## config.mk

```make
export PLATFORM = sky130hd
export DESIGN_NAME = adc_frame_align
export DESIGN_NICKNAME = d
export VERILOG_FILES = /design/src/rtl/adc_pkg.sv /design/src/rtl/adc_frame_align.sv
export SDC_FILE = /design/constraint.sdc
export NUM_CORES = 1
export LEC_CHECK = 0
export CORE_UTILIZATION = 25
export DETAILED_ROUTE_END_ITERATION = 16
export GPL_TIMING_DRIVEN = 0
export PLACE_DENSITY = 0.53
export SLEW_MARGIN = 15
export SYNTH_ARGS = -nofsm -noshare
export SYNTH_HDL_FRONTEND = slang
export SYNTH_SLANG_ARGS = --single-unit
```

## constraint.sdc

```tcl
create_clock -name adc_clk -period 3.7 [get_ports adc_clk]
set_clock_uncertainty 0.15 [all_clocks]
set_input_delay 0.555 -clock adc_clk [delete_from_list [all_inputs] [get_ports adc_clk]]
set_output_delay 0.555 -clock adc_clk [all_outputs]
set_load 0.1 [all_outputs]
```

## src/rtl/adc_pkg.sv

```systemverilog
// Shared definitions for the ADC frame-alignment path.
// State encodings are fixed so ILA decode and firmware status agree.
package adc_pkg;

    typedef enum logic [2:0] {
        IDLE   = 3'd0,
        WAIT   = 3'd1,
        CHECK  = 3'd2,
        SLIP   = 3'd3,
        LOCKED = 3'd4,
        FAIL   = 3'd5
    } align_state_t;

    localparam logic [7:0] ADC_FRAME_PATTERN_DEFAULT = 8'hF0;

endpackage

```

## src/rtl/adc_frame_align.sv

```systemverilog
// Frame-alignment controller: bitslips the deserializer until frmData matches
// the frame pattern, then monitors lock and re-aligns on sustained loss.
module adc_frame_align
    import adc_pkg::*;
#(
    parameter logic [7:0]  FRAME_PATTERN = ADC_FRAME_PATTERN_DEFAULT,
    parameter int unsigned SETTLE_CYC    = 4,
    parameter int unsigned CHECK_CYC     = 16,
    parameter int unsigned MAX_SLIPS     = 8,
    parameter int unsigned MISS_LIMIT    = 4
) (
    input  logic                           adc_clk,
    input  logic                           adc_rst,
    input  logic                           adc_en,
    input  logic [7:0]                     frmData,
    output logic                           bitslip,
    output logic                           aligned,
    output logic                           align_err,
    output logic [$clog2(MAX_SLIPS+1)-1:0] slip_count,
    output logic [7:0]                     relock_count,
    output logic [2:0]                     state
);

    localparam int unsigned SLIP_W  = $clog2(MAX_SLIPS + 1);
    localparam int unsigned CNT_MAX0 = (SETTLE_CYC > CHECK_CYC) ? SETTLE_CYC : CHECK_CYC;
    localparam int unsigned CNT_MAX  = (CNT_MAX0 > MISS_LIMIT) ? CNT_MAX0 : MISS_LIMIT;
    localparam int unsigned CNT_W    = (CNT_MAX < 2) ? 1 : $clog2(CNT_MAX);

    // The counter is loaded with N-1 and the state advances when it reads zero,
    // so each phase lasts exactly N edges.
    localparam logic [CNT_W-1:0] SETTLE_LD = CNT_W'(SETTLE_CYC - 1);
    localparam logic [CNT_W-1:0] CHECK_LD  = CNT_W'(CHECK_CYC - 1);
    localparam logic [CNT_W-1:0] MISS_LD   = CNT_W'(MISS_LIMIT - 1);

    align_state_t      r_state, w_state;
    logic [CNT_W-1:0]  r_cnt, w_cnt;
    logic [SLIP_W-1:0] r_slip_cnt, w_slip_cnt;
    logic [7:0]        r_relock, w_relock;
    logic              r_bitslip, r_aligned, r_align_err;
    logic              w_match;

    assign w_match = (frmData == FRAME_PATTERN);

    always_comb begin
        w_state    = r_state;
        w_cnt      = r_cnt;
        w_slip_cnt = r_slip_cnt;
        w_relock   = r_relock;
        if (!adc_en) begin
            w_state    = IDLE;
            w_cnt      = '0;
            w_slip_cnt = '0;
            w_relock   = '0;
        end else begin
            case (r_state)
                IDLE: begin
                    w_state    = WAIT;
                    w_cnt      = SETTLE_LD;
                    w_slip_cnt = '0;
                    w_relock   = '0;
                end
                WAIT: begin
                    if (r_cnt == '0) begin
                        w_state = CHECK;
                        w_cnt   = CHECK_LD;
                    end else begin
                        w_cnt = r_cnt - CNT_W'(1);
                    end
                end
                CHECK: begin
                    if (w_match) begin
                        if (r_cnt == '0) begin
                            w_state = LOCKED;
                            w_cnt   = MISS_LD;
                        end else begin
                            w_cnt = r_cnt - CNT_W'(1);
                        end
                    end else if (r_slip_cnt < SLIP_W'(MAX_SLIPS)) begin
                        w_state    = SLIP;
                        w_slip_cnt = r_slip_cnt + SLIP_W'(1);
                    end else begin
                        w_state = FAIL;
                    end
                end
                SLIP: begin
                    w_state = WAIT;
                    w_cnt   = SETTLE_LD;
                end
                LOCKED: begin
                    if (w_match) begin
                        w_cnt = MISS_LD;
                    end else if (r_cnt == '0) begin
                        w_state    = WAIT;
                        w_cnt      = SETTLE_LD;
                        w_slip_cnt = '0;
                        if (r_relock != 8'hFF) begin
                            w_relock = r_relock + 8'd1;
                        end
                    end else begin
                        w_cnt = r_cnt - CNT_W'(1);
                    end
                end
                FAIL: begin
                    w_state = FAIL;
                end
                default: begin
                    w_state = IDLE;
                end
            endcase
        end
    end

    // Status flags are decoded from the next state so they change on the same
    // edge as the state register.
    always_ff @(posedge adc_clk) begin
        if (adc_rst) begin
            r_state     <= IDLE;
            r_cnt       <= '0;
            r_slip_cnt  <= '0;
            r_relock    <= '0;
            r_bitslip   <= 1'b0;
            r_aligned   <= 1'b0;
            r_align_err <= 1'b0;
        end else begin
            r_state     <= w_state;
            r_cnt       <= w_cnt;
            r_slip_cnt  <= w_slip_cnt;
            r_relock    <= w_relock;
            r_bitslip   <= (w_state == SLIP);
            r_aligned   <= (w_state == LOCKED);
            r_align_err <= (w_state == FAIL);
        end
    end

    assign bitslip      = r_bitslip;
    assign aligned      = r_aligned;
    assign align_err    = r_align_err;
    assign slip_count   = r_slip_cnt;
    assign relock_count = r_relock;
    assign state        = r_state;

endmodule

```

==> flow_summary.rst <==
.. list-table::
   :header-rows: 1

   * - Metric
     - Value
   * - Vias in the first global route
     - 1115
   * - Critical path's largest stage delay
     - around 1200 ps
   * - Run status
     - finished, final reports clean
   * - Clk root buf
     - clkbuf_8
   * - DIE AREA
     - between 5000 and 6000 um^2
   * - Crit. End Element
     - primary output
   * - Share of the synthesized netlist area taken by xor and xnor gates
     - 0.02890
   * - Clock power frac
     - 0.338
   * - CTS clk-pin slew, worst paths
     - 80 ps
   * - Total global routing track utilization
     - 0.1212
   * - Final routed wirelength across all metal layers
     - 2.934 mm
   * - Switching power as a share of total power
     - 0.2832
   * - HPWL after detailed placement
     - 2.258 mm
   * - Number of buffers added to fix hold violations after cts
     - 0
   * - Worst Slack Setup Final
     - about 1100 ps
   * - Cell area reported after detailed placement
     - ~1600 um^2
   * - Gate Count Post-Synth
     - between 100 and 150
   * - Cell Pwr Density
     - 324.3 nW/um^2
   * - Maximum buffer depth of the clock tree
     - 2
   * - Total number of clock tree sinks
     - 22
   * - Number of design rule violations left after detail routing
     - 0
   * - Clock tree from TritonCTS
     - done
   * - Initial antenna violation count
     - 0
   * - Antenna diode count
     - 0
   * - Num rows
     - 24
   * - Total count of max-transition violations in the final report
     - 0
   * - Proportion of synthesized area in mux cells
     - 0.01651
   * - Slew at the pin closest to its max-slew limit
     - 975.4 ps
   * - Required time at the worst-slack endpoint
     - 2990 ps
   * - Worst voltage drop across the vdd grid
     - between 0.0001 and 0.00015 V
   * - Dominant combinational cell family by area after synthesis
     - compound AO/OA/AOI/OAI gates
   * - Largest net degree at the start of global routing
     - 13
   * - Maximum capacitance violations
     - 0
   * - CP Class
     - reg -> out
   * - Overflow left after global routing
     - 0
   * - Bufs and invs on worst path
     - 1
   * - Post-synthesis cell type count
     - 47
   * - Power Internal
     - ~370 uW
   * - Die Wd
     - slightly above 70 um
   * - Final worst path period share
     - 0.7026
   * - Area of the mapped netlist
     - between 1000 and 1500 um^2
   * - Fraction of the mapped netlist area in compound gates
     - 0.2642
   * - Total setup violations reported at the end of the flow
     - 0
   * - Sequential cell fraction of total power
     - 0.472
   * - Signed area change from the synthesized netlist to the final layout
     - 33.02%
   * - Summed negative setup slack over all endpoints
     - 0 ps
   * - Area taken by multi-input logic gates
     - about 740 um^2
   * - RePlAce Congestion
     - 0.8865
   * - Via-per-instance ratio
     - roughly 5.3
   * - Number of DRC violations after detailed-routing iteration 0
     - 40
   * - Seq/Total Area, Yosys
     - 0.3633
   * - M2 GR Usage
     - 0.2065
   * - Final-layout fill cell count
     - between 400 and 500
   * - Top-Level Pins
     - 29
   * - TritonCTS Buffers
     - 3
   * - Max Clock Freq
     - 384.7 MHz
   * - Family of cells with the greatest summed delay on the critical path
     - buffers and inverters
   * - Initial core utilization
     - 0.2692
   * - Syn_nets
     - 159
   * - Detailed-routing iteration count for the pre-antenna-repair pass
     - 4
   * - Layer carrying the most global-route usage
     - met2
   * - Number of instances resized during post-cts repair
     - 0
   * - Max-Slew Margin vs Limit
     - 0.3477
   * - Later-pin clock latency in the skew report
     - 270 ps
   * - Yosys warnings
     - 0
   * - Post-route minimum period
     - 2600 ps
   * - Pre-CTS WS
     - between 800 and 900 ps
   * - RSZ-0062 raised after global routing
     - no
   * - Post-synthesis simple-gate area fraction
     - 0.2580
   * - Global-route wire length before repair
     - ~4.9 mm
   * - Count of nets after finishing
     - 192
   * - Synthesized-area fraction occupied by adder cells
     - 0.04128
   * - Final count of hold timing violations
     - 0
   * - CP Launch Type
     - register
   * - Cells traversed along the worst timing path
     - clkdlybuf4s50_1
   * - Post CTS Setup Buffer Count
     - 0
   * - Static Leak
     - 0.5512 nW
   * - Post-route antenna net violation count
     - 0
   * - Layout cell share with drive strength beyond 1
     - 0.06818
   * - Max stage delay cell, worst path
     - clkdlybuf4s50_1
   * - Global-route track usage on met1
     - 0.1499
   * - Area of all sequential standard cells
     - 440.4 um^2
   * - Final cell area excluding filler cells
     - 1613 um^2
   * - #FFs+latches synth
     - 22
   * - Gate power share
     - 0.191
   * - Per-cell routed wire length
     - about 13 um
   * - H-tree depth reported by CTS
     - 1
   * - Die Height
     - 71.64 um
   * - Floorplan core area
     - 4504 um^2
   * - Port Buffer Count
     - 28
   * - Max FO, Critical Path
     - 7
   * - DR vias
     - 1204
   * - WP data arrival
     - 1890 ps
   * - Fraction of met3 tracks used by global routing
     - 0.01828
   * - Hold WC Path Type
     - reg -> reg
   * - Mean instance size in the synthesized netlist
     - 8.420 um^2
   * - Power spent charging and discharging nets
     - 148.1 uW
## flip-flops by register name, summed over array words and instances, names as in the netlist
name,flops
align_err,1
state,3
r_cnt,4
bitslip,1
aligned,1
slip_count,4
relock_count,8
## metal layers
metal / wire length [um] / vias up
met5: 0 / -
met4: 68 / 0
met3: 129 / 7
met2: 1357 / 31
met1: 1379 / 562
li1: - / 604
## cells in the mapped netlist (all sizes together)
master   count  area (um^2)
o32a         2        21.27
a211oi       3        22.52
nor4         1        6.260
a31oi        3        18.77
nand3        6        30.03
nor4bb       1        10.01
a221o        1        10.01
a21oi        8        40.04
or2          2        12.52
o31ai        3        22.52
and4         1        8.760
nor2        18        67.56
nor2b        2        12.51
ha           4        50.05
buf          1        3.750
xor2         1        8.760
o21bai       1        7.510
and3         1        6.260
or3          2        12.51
o21ba        2        20.02
nand2       14        52.55
clkbuf       4        15.01
or4          2        18.77
a22oi        1        7.510
o2111ai      1        8.760
nor3         3        15.01
nor3b        1        18.77
o21ai        9        56.31
o22ai        2        12.51
dfxtp       22        440.4
nand4        3        18.77
o311a        1        10.01
a32o         1        10.01
o41ai        1        8.760
o311ai       1        8.760
mux2i        2        20.02
inv          4        15.01
or4b         1        10.01
xnor2        3        26.28
a22o         2        17.52
a211o        1        17.52
nand2b       2        12.51
## final timing paths
kind | start | end | slack, ps | cells after the start
setup reg to reg | r_cnt[0] | relock_count[6] | 1320 | 7
hold / removal | relock_count[6] | relock_count[6] | 360 | 2
setup / recovery | state[0] | state[0] | 1100 | 1
hold reg to reg | relock_count[6] | relock_count[6] | 360 | 2
## kinds of logic after synthesis
logic type      count (synthesis)
simple gates                   60
compound gates                 43
flops                          22
buf+inv                         9
xor+xnor                        4
fa+ha+maj                       4
mux                             2
## cell type report
cell class / instances / share of cell area
Clock buffer: 4 / 0.03413
Timing Repair Buffer: 28 / 0.1738
Sequential cell: 22 / 0.2731
Multi-Input combinational cell: 113 / 0.4577
Buffer: 5 / 0.01164
Tap cell: 52 / 0.04034
Inverter: 4 / 0.009310
## cells in the final DEF, fill, tap and decap left out, drive strengths merged, types with 3 or more instances in the layout
cell type	count
o21ai	9
clkdlybuf4s50	28
inv	4
a31oi	3
dfxtp	22
xnor2	3
clkbuf	8
a211oi	3
nand3	6
nor2	18
a21oi	8
nor3	3
nand4	3
nand2	14
o31ai	3
ha	4
## stage by stage
step                hold slack, ps  cells    util  power (mW)
floorplan                    377.8    144       -      0.3212
global placement             330.0    224  0.3458      0.3510
detailed placement           343.4    224  0.3458      0.3516
CTS                          358.9    228  0.3581      0.5257
global route                 390.4    228  0.3581      0.5448
finish                       355.7    228  0.3581      0.5230
## power by group through the flow
stage	Sequential (mW)	Combinational (mW)	Clock [mW]
after floorplan	0.268	0.0536	0
after global placement	0.252	0.0986	0
after detailed placement	0.252	0.0992	0
after CTS	0.247	0.0999	0.179
after global routing	0.248	0.109	0.189
final	0.247	0.0997	0.177
Power figures use the tool's default switching activity.
